### src/rtl/ram_port_arbiter.sv
// ram_port_arbiter
// Two-requester front end for one single-port synchronous RAM. Requests are
// granted combinationally with round-robin tie-breaking, one RAM access is
// issued per cycle through registered mem_* outputs, and read data is routed
// back to the requesting port three cycles after its grant. An optional fill
// sequencer owns the RAM after reset and writes every word before any
// requester is served.
module ram_port_arbiter #(
  parameter int ADDR_W    = 10,
  parameter int DATA_W    = 8,
  parameter int INIT_MODE = 2   // 0: no fill, 1: zero fill, 2: ramp (2*k)
) (
  input  logic              clk,
  input  logic              reset,
  // port 0
  input  logic              req0,
  input  logic              we0,
  input  logic [ADDR_W-1:0] addr0,
  input  logic [DATA_W-1:0] wdata0,
  output logic              gnt0,
  output logic              rvalid0,
  output logic [DATA_W-1:0] rdata0,
  // port 1
  input  logic              req1,
  input  logic              we1,
  input  logic [ADDR_W-1:0] addr1,
  input  logic [DATA_W-1:0] wdata1,
  output logic              gnt1,
  output logic              rvalid1,
  output logic [DATA_W-1:0] rdata1,
  // status
  output logic              init_busy,
  // RAM side
  output logic              mem_sel,
  output logic              mem_write,
  output logic [ADDR_W-1:0] mem_addr,
  output logic [DATA_W-1:0] mem_din,
  input  logic [DATA_W-1:0] mem_dout
);

  // IDLE is the entry state when no fill is configured; it arbitrates
  // exactly like RUN and hands over to RUN after one cycle.
  typedef enum logic [1:0] {
    ST_IDLE = 2'd0,
    ST_INIT = 2'd1,
    ST_RUN  = 2'd2
  } state_e;

  // Read-return tag: travels alongside a read until its data is captured.
  typedef struct packed {
    logic valid;
    logic port;
  } tag_t;

  localparam logic [ADDR_W-1:0] INIT_LAST   = '1;
  localparam state_e            RESET_STATE = (INIT_MODE != 0) ? ST_INIT : ST_IDLE;

  state_e            state_q, state_d;
  logic [ADDR_W-1:0] init_k_q, init_k_d;
  logic              rr_last_q, rr_last_d;
  logic              arb_en;

  logic              mem_sel_q, mem_sel_d;
  logic              mem_write_q, mem_write_d;
  logic [ADDR_W-1:0] mem_addr_q, mem_addr_d;
  logic [DATA_W-1:0] mem_din_q, mem_din_d;

  tag_t              tag_d, tag1_q, tag2_q;
  logic              rvalid0_q, rvalid1_q;
  logic [DATA_W-1:0] rdata0_q, rdata1_q;

  logic [ADDR_W:0]   init_k_x2;
  logic [DATA_W-1:0] init_word;

  // Fill pattern for word k; the ramp truncates 2*k to the data width.
  assign init_k_x2 = {init_k_q, 1'b0};
  assign init_word = (INIT_MODE == 2) ? DATA_W'(init_k_x2) : '0;

  // State register: reset restarts the fill sequence (or enters IDLE).
  always_ff @(posedge clk) begin
    // NOTE: sequential state uses <= so every register samples pre-edge values.
    if (reset) begin
      state_q <= RESET_STATE;
    end else begin
      state_q <= state_d;
    end
  end

  // Next-state logic: INIT ends after the last word is issued; RUN is terminal.
  always_comb begin
    // NOTE: default assignment first so no path leaves state_d unassigned.
    state_d = state_q;
    unique case (state_q)
      ST_INIT: if (init_k_q == INIT_LAST) state_d = ST_RUN;
      ST_IDLE: state_d = ST_RUN;
      ST_RUN:  state_d = ST_RUN;
      default: state_d = RESET_STATE;
    endcase
  end

  // Output logic: busy flag and combinational round-robin grants.
  always_comb begin
    init_busy = 1'b0;
    arb_en    = 1'b0;
    gnt0      = 1'b0;
    gnt1      = 1'b0;
    case (state_q)
      ST_INIT:         init_busy = 1'b1;
      ST_IDLE, ST_RUN: arb_en    = 1'b1;
      default:         ;
    endcase
    if (arb_en) begin
      if (req0 && req1) begin
        // Tie: the port that did not win last time goes first.
        gnt0 = rr_last_q;
        gnt1 = ~rr_last_q;
      end else begin
        gnt0 = req0;
        gnt1 = req1;
      end
    end
  end

  // Issue mux: choose what reaches the RAM next cycle and tag reads.
  always_comb begin
    mem_sel_d   = 1'b0;
    mem_write_d = 1'b0;
    mem_addr_d  = mem_addr_q;   // address and data hold when idle
    mem_din_d   = mem_din_q;
    rr_last_d   = rr_last_q;
    init_k_d    = init_k_q;
    tag_d       = '{valid: 1'b0, port: 1'b0};
    if (init_busy) begin
      mem_sel_d   = 1'b1;
      mem_write_d = 1'b1;
      mem_addr_d  = init_k_q;
      mem_din_d   = init_word;
      init_k_d    = init_k_q + 1'b1;
    end else if (gnt0) begin
      mem_sel_d   = 1'b1;
      mem_write_d = we0;
      mem_addr_d  = addr0;
      mem_din_d   = wdata0;
      rr_last_d   = 1'b0;
      tag_d       = '{valid: ~we0, port: 1'b0};
    end else if (gnt1) begin
      mem_sel_d   = 1'b1;
      mem_write_d = we1;
      mem_addr_d  = addr1;
      mem_din_d   = wdata1;
      rr_last_d   = 1'b1;
      tag_d       = '{valid: ~we1, port: 1'b1};
    end
  end

  // Datapath registers: RAM command, arbitration history, fill counter,
  // the two-stage read tag pipeline and the per-port read data capture.
  always_ff @(posedge clk) begin
    if (reset) begin
      mem_sel_q   <= 1'b0;
      mem_write_q <= 1'b0;
      mem_addr_q  <= '0;
      mem_din_q   <= '0;
      rr_last_q   <= 1'b1;
      init_k_q    <= '0;
      tag1_q      <= '{valid: 1'b0, port: 1'b0};
      tag2_q      <= '{valid: 1'b0, port: 1'b0};
      rvalid0_q   <= 1'b0;
      rvalid1_q   <= 1'b0;
      rdata0_q    <= '0;
      rdata1_q    <= '0;
    end else begin
      mem_sel_q   <= mem_sel_d;
      mem_write_q <= mem_write_d;
      mem_addr_q  <= mem_addr_d;
      mem_din_q   <= mem_din_d;
      rr_last_q   <= rr_last_d;
      init_k_q    <= init_k_d;
      tag1_q      <= tag_d;
      tag2_q      <= tag1_q;
      // tag2 lines up with the cycle in which mem_dout carries the word.
      rvalid0_q   <= tag2_q.valid & ~tag2_q.port;
      rvalid1_q   <= tag2_q.valid &  tag2_q.port;
      if (tag2_q.valid && !tag2_q.port) rdata0_q <= mem_dout;
      if (tag2_q.valid &&  tag2_q.port) rdata1_q <= mem_dout;
    end
  end

  assign mem_sel   = mem_sel_q;
  assign mem_write = mem_write_q;
  assign mem_addr  = mem_addr_q;
  assign mem_din   = mem_din_q;
  assign rvalid0   = rvalid0_q;
  assign rvalid1   = rvalid1_q;
  assign rdata0    = rdata0_q;
  assign rdata1    = rdata1_q;

endmodule

### config.mk
export PLATFORM = sky130hd
export DESIGN_NAME = ram_port_arbiter
export DESIGN_NICKNAME = d
export VERILOG_FILES = /design/src/rtl/ram_port_arbiter.sv
export SDC_FILE = /design/constraint.sdc
export NUM_CORES = 1
export LEC_CHECK = 0
export CAP_MARGIN = 20
export CELL_PAD_IN_SITES_DETAIL_PLACEMENT = 1
export CELL_PAD_IN_SITES_GLOBAL_PLACEMENT = 2
export CORE_MARGIN = 2
export CORE_UTILIZATION = 27
export CTS_BUF_LIST = sky130_fd_sc_hd__clkbuf_16
export DETAILED_ROUTE_END_ITERATION = 6
export PLACE_DENSITY_LB_ADDON = 0.1
export SETUP_SLACK_MARGIN = 0.2
export SLEW_MARGIN = 15
export SYNTH_ARGS = -nofsm -noshare
export SYNTH_HDL_FRONTEND = slang
export SYNTH_SLANG_ARGS = --single-unit
### constraint.sdc
create_clock -name clk -period 3.9 [get_ports clk]
set_clock_uncertainty 0.2 [all_clocks]
set_input_delay 1.17 -clock clk [delete_from_list [all_inputs] [get_ports clk]]
set_output_delay 1.17 -clock clk [all_outputs]
set_load 0.03 [all_outputs]
==> out/metrics.yaml, run 1 <==
status:
  status: "finished, final reports clean"
clocking:
  cts_max_level: 2
  post-cts-setup-buffer-count: 0
  hold_buffers: 0
  ctsResizeCount: 0
  cts_made_buffers: 5
  clk_latency_ns: 0.28
  clkSinkCount: 55
  clk_path_buf_depth: 2
  root_buffer: "clkbuf_16"
  clk_pin_slew_worst_paths_ns: 0.07
  cts_tree: "done"
route:
  wl_mm: 7.43
  drt-vias-per-instance: 4.80
  drtAntennaViolNets: 0
  drtIter0Drc: 70
  drc: 0
  drt-pass1-iter-count: 4
  vias: 2204
  wl_per_cell_um: 16.2
critical_path:
  worstSetupPathType: "input pin to output port"
  crit_fanout: 3
  cp.arrival_ns: 2.13
  start_kind: "input pin"
  cp-end-kind: "output port"
  r2r_cells: 6
  cp.required_ns: 2.53
  rr_startpoint: "state_q[0]"
  crit_start: "req0"
grt:
  use_met1: 0.206
  grt_usage: 0.152
  antenna_found_initial: 0
  grt_overflow_total: 0
  use_met3: 0.0464
  grt_pass1_vias: 2237
  grt_use_met2: 0.243
  grt-busiest-layer: "met2"
  grt_max_degree: 55
  grt_pass1_wl_mm: 11.9
min_path:
  hold_depth: 1
  hp-class: "flop to flop"
  hold_start: "tag1_q[0]"
floorplanning:
  design.die.area_sq_mm: 0.00988
  io_pins: 91
  die_height_um: 99.4
  core_sq_mm: 0.00876
  initial_utilization: 0.280
  die_x_um: 99.4
  num_rows: 34
power:
  p_int_uw: 868
  combPwrFrac: 0.098
  pwr-share-clk: 0.388
  swShare: 0.225
  power_switching_uw: 253
  p_per_area_mw_per_mm2: 317
  leakage_nw: 1.35
  pwr-share-seq: 0.515
  max-vdd-ir-drop_mv: 0.269
finish:
  finish.utilization: 0.403
  diodes: 0
  register_area_sq_mm: 0.00110
  finalNetCount: 401
  fillers: 1047
  drive_gt1_frac: 0.0798
  multi_input_area_sq_mm: 0.00120
  syn2layout_area_growth_pct: 43.9
logic_synthesis:
  synth.distinct_cells: 32
  syn_inst: 269
  ys_warn_count: 0
  synth_area_leaders: "dfxtp_1 (45%), mux2i_1 (11%), o22ai_2 (5.1%)"
  synthesis.area_sq_mm: 0.00246
  ys_ff_latch: 55
  synth_common_cells: "dfxtp_1 (55), nand2_1 (32), mux2i_1 (26)"
  yosys.cell_count.top_type: "dfxtp_1"
  ys_seq_area_frac: 0.448
  synth_top_cell_area_share: 0.448
  synth_fp_nets: 320
  yosys.area.top_type: "dfxtp_1"
  syn_avg_cell_area_sq_um: 9.13
  synthFlopType: "dfxtp_1"
  async_reset_ff_frac: 0
  synth-edff-count: 0
placed_design:
  dp_hpwl_mm: 5.36
  port_buffers: 90
  dp_slack_ns: 0.393
  globalplace.congestion: 0.691
run:
  max_cap_violations: 0
sta:
  rsz0062_at_grt: "no"
  finalCriticalPeriod_ns: 3.50
  finalHoldViolCount: 0
  slew_headroom: 0.416
  whs_ns: 0.248
  drv_slew: 0
  max_freq_mhz: 286
  finalSetupViolations: 0
  period_share: 0.898
  fin_tns_setup_ns: 0
  fin_ws_ns: 0.399
  worstMarginPinSlew_ns: 0.876
[power by group through the flow]
| stage | clock (mW) | combinational (mW) | sequential [mW] |
|---|---|---|---|
| final | 0.435 | 0.109 | 0.577 |
| after global routing | 0.478 | 0.118 | 0.578 |
| after CTS | 0.449 | 0.111 | 0.577 |
| after floorplan | 0 | 0.0329 | 0.596 |
| after detailed placement | 0 | 0.110 | 0.590 |
| after global placement | 0 | 0.109 | 0.590 |
[layer usage]
metal | share of wire | up-vias | routed length [um]
met4 | 0.0054 | 0 | 40
met1 | 0.48 | 1045 | 3560
met3 | 0.059 | 2 | 438
li1 | - | 1105 | -
met2 | 0.46 | 52 | 3390
met5 | 0 | - | 0
[flip-flops by register name (all words and copies together), names as in the netlist]
register,cells
mem_addr,10
rr_last_q,1
tag2_q,2
init_k_q,10
rdata1,8
rvalid0,1
tag1_q,2
mem_sel,1
rdata0,8
mem_write,1
rvalid1,1
state_q,2
mem_din,8
[stage by stage]
stage | total power, mW | cells | cell area [sq um]
finish | 1.12 | 459 | 3530
global route | 1.17 | 459 | 3530
CTS | 1.14 | 459 | 3530
detailed placement | 0.700 | 451 | 3390
global placement | 0.699 | 451 | 3390
floorplan | 0.628 | 269 | 2460
[layout make-up]
class | instances | share of cell area
multi-input combinational | 187 | 0.340
sequential | 55 | 0.312
timing repair buffer | 96 | 0.265
tap | 108 | 0.0382
clock buffer | 5 | 0.0354
inverter | 5 | 0.00531
clock inverter | 3 | 0.00460
[logic make-up after synthesis]
family                     Yosys count  share of synthesized area
DFF                                 55                      0.448
AOI/OAI and AO/OA                   61                      0.180
adders and majority gates            1                    0.00509
buffers and inverters               27                     0.0627
and+or+nand+nor                     91                      0.170
xor gates and xnor gates             8                     0.0285
muxes                               26                      0.106
[critical path, cell delays in order]
cell and delay (ns):
clkdlybuf4s50_1 0.50, nand2_1 0.06, nand3_1 0.13, inv_1 0.09, buf_4 0.17
[path summary, 6_finish.rpt]
check / slack, ns / endpoint
hold reg to reg: 0.25 / tag2_q[0]
hold / removal: 0.25 / tag2_q[0]
setup / recovery: 0.40 / gnt1
setup reg to reg: 2.12 / mem_din[6]
[cells in the final DEF, fill, tap and decap left out]
cell	Yosys	routed
clkinvlp_4	0	1
nor3_1	6	6
clkdlybuf4s50_1	0	87
buf_4	2	8
nand3_1	12	12
a31oi_1	11	11
a221oi_1	1	1
o31ai_1	1	1
xnor2_1	5	5
nand2_1	32	32
or3_1	2	2
o21ai_0	3	3
a22oi_1	7	7
nor2_1	25	25
nor2b_1	3	3
ha_1	1	1
clkbuf_16	0	5
dfxtp_1	55	55
o21ba_4	1	1
xor2_1	3	3
o22ai_2	10	10
nand3b_1	2	2
o22ai_1	7	7
nand4b_1	1	1
clkinv_2	0	1
buf_2	6	1
a21oi_1	19	19
mux2i_1	26	26
nand4_1	3	3
nor2b_4	1	1
inv_1	5	6
nand2b_1	4	4
o22a_1	1	1
No activity file was read; power rests on OpenSTA's default activity.
==> run 2, diff against run 1 <==
Settings changed: ABC_CLOCK_PERIOD_IN_PS set to 3900.
==> results of run 2 <==
Final layout, timing and power as in run 1 (identical DEF).
==> run 3, diff against run 2 <==
Settings changed: CAP_MARGIN 20 to unset.
==> results of run 3 <==
Final layout, timing and power as in run 1 (identical DEF).
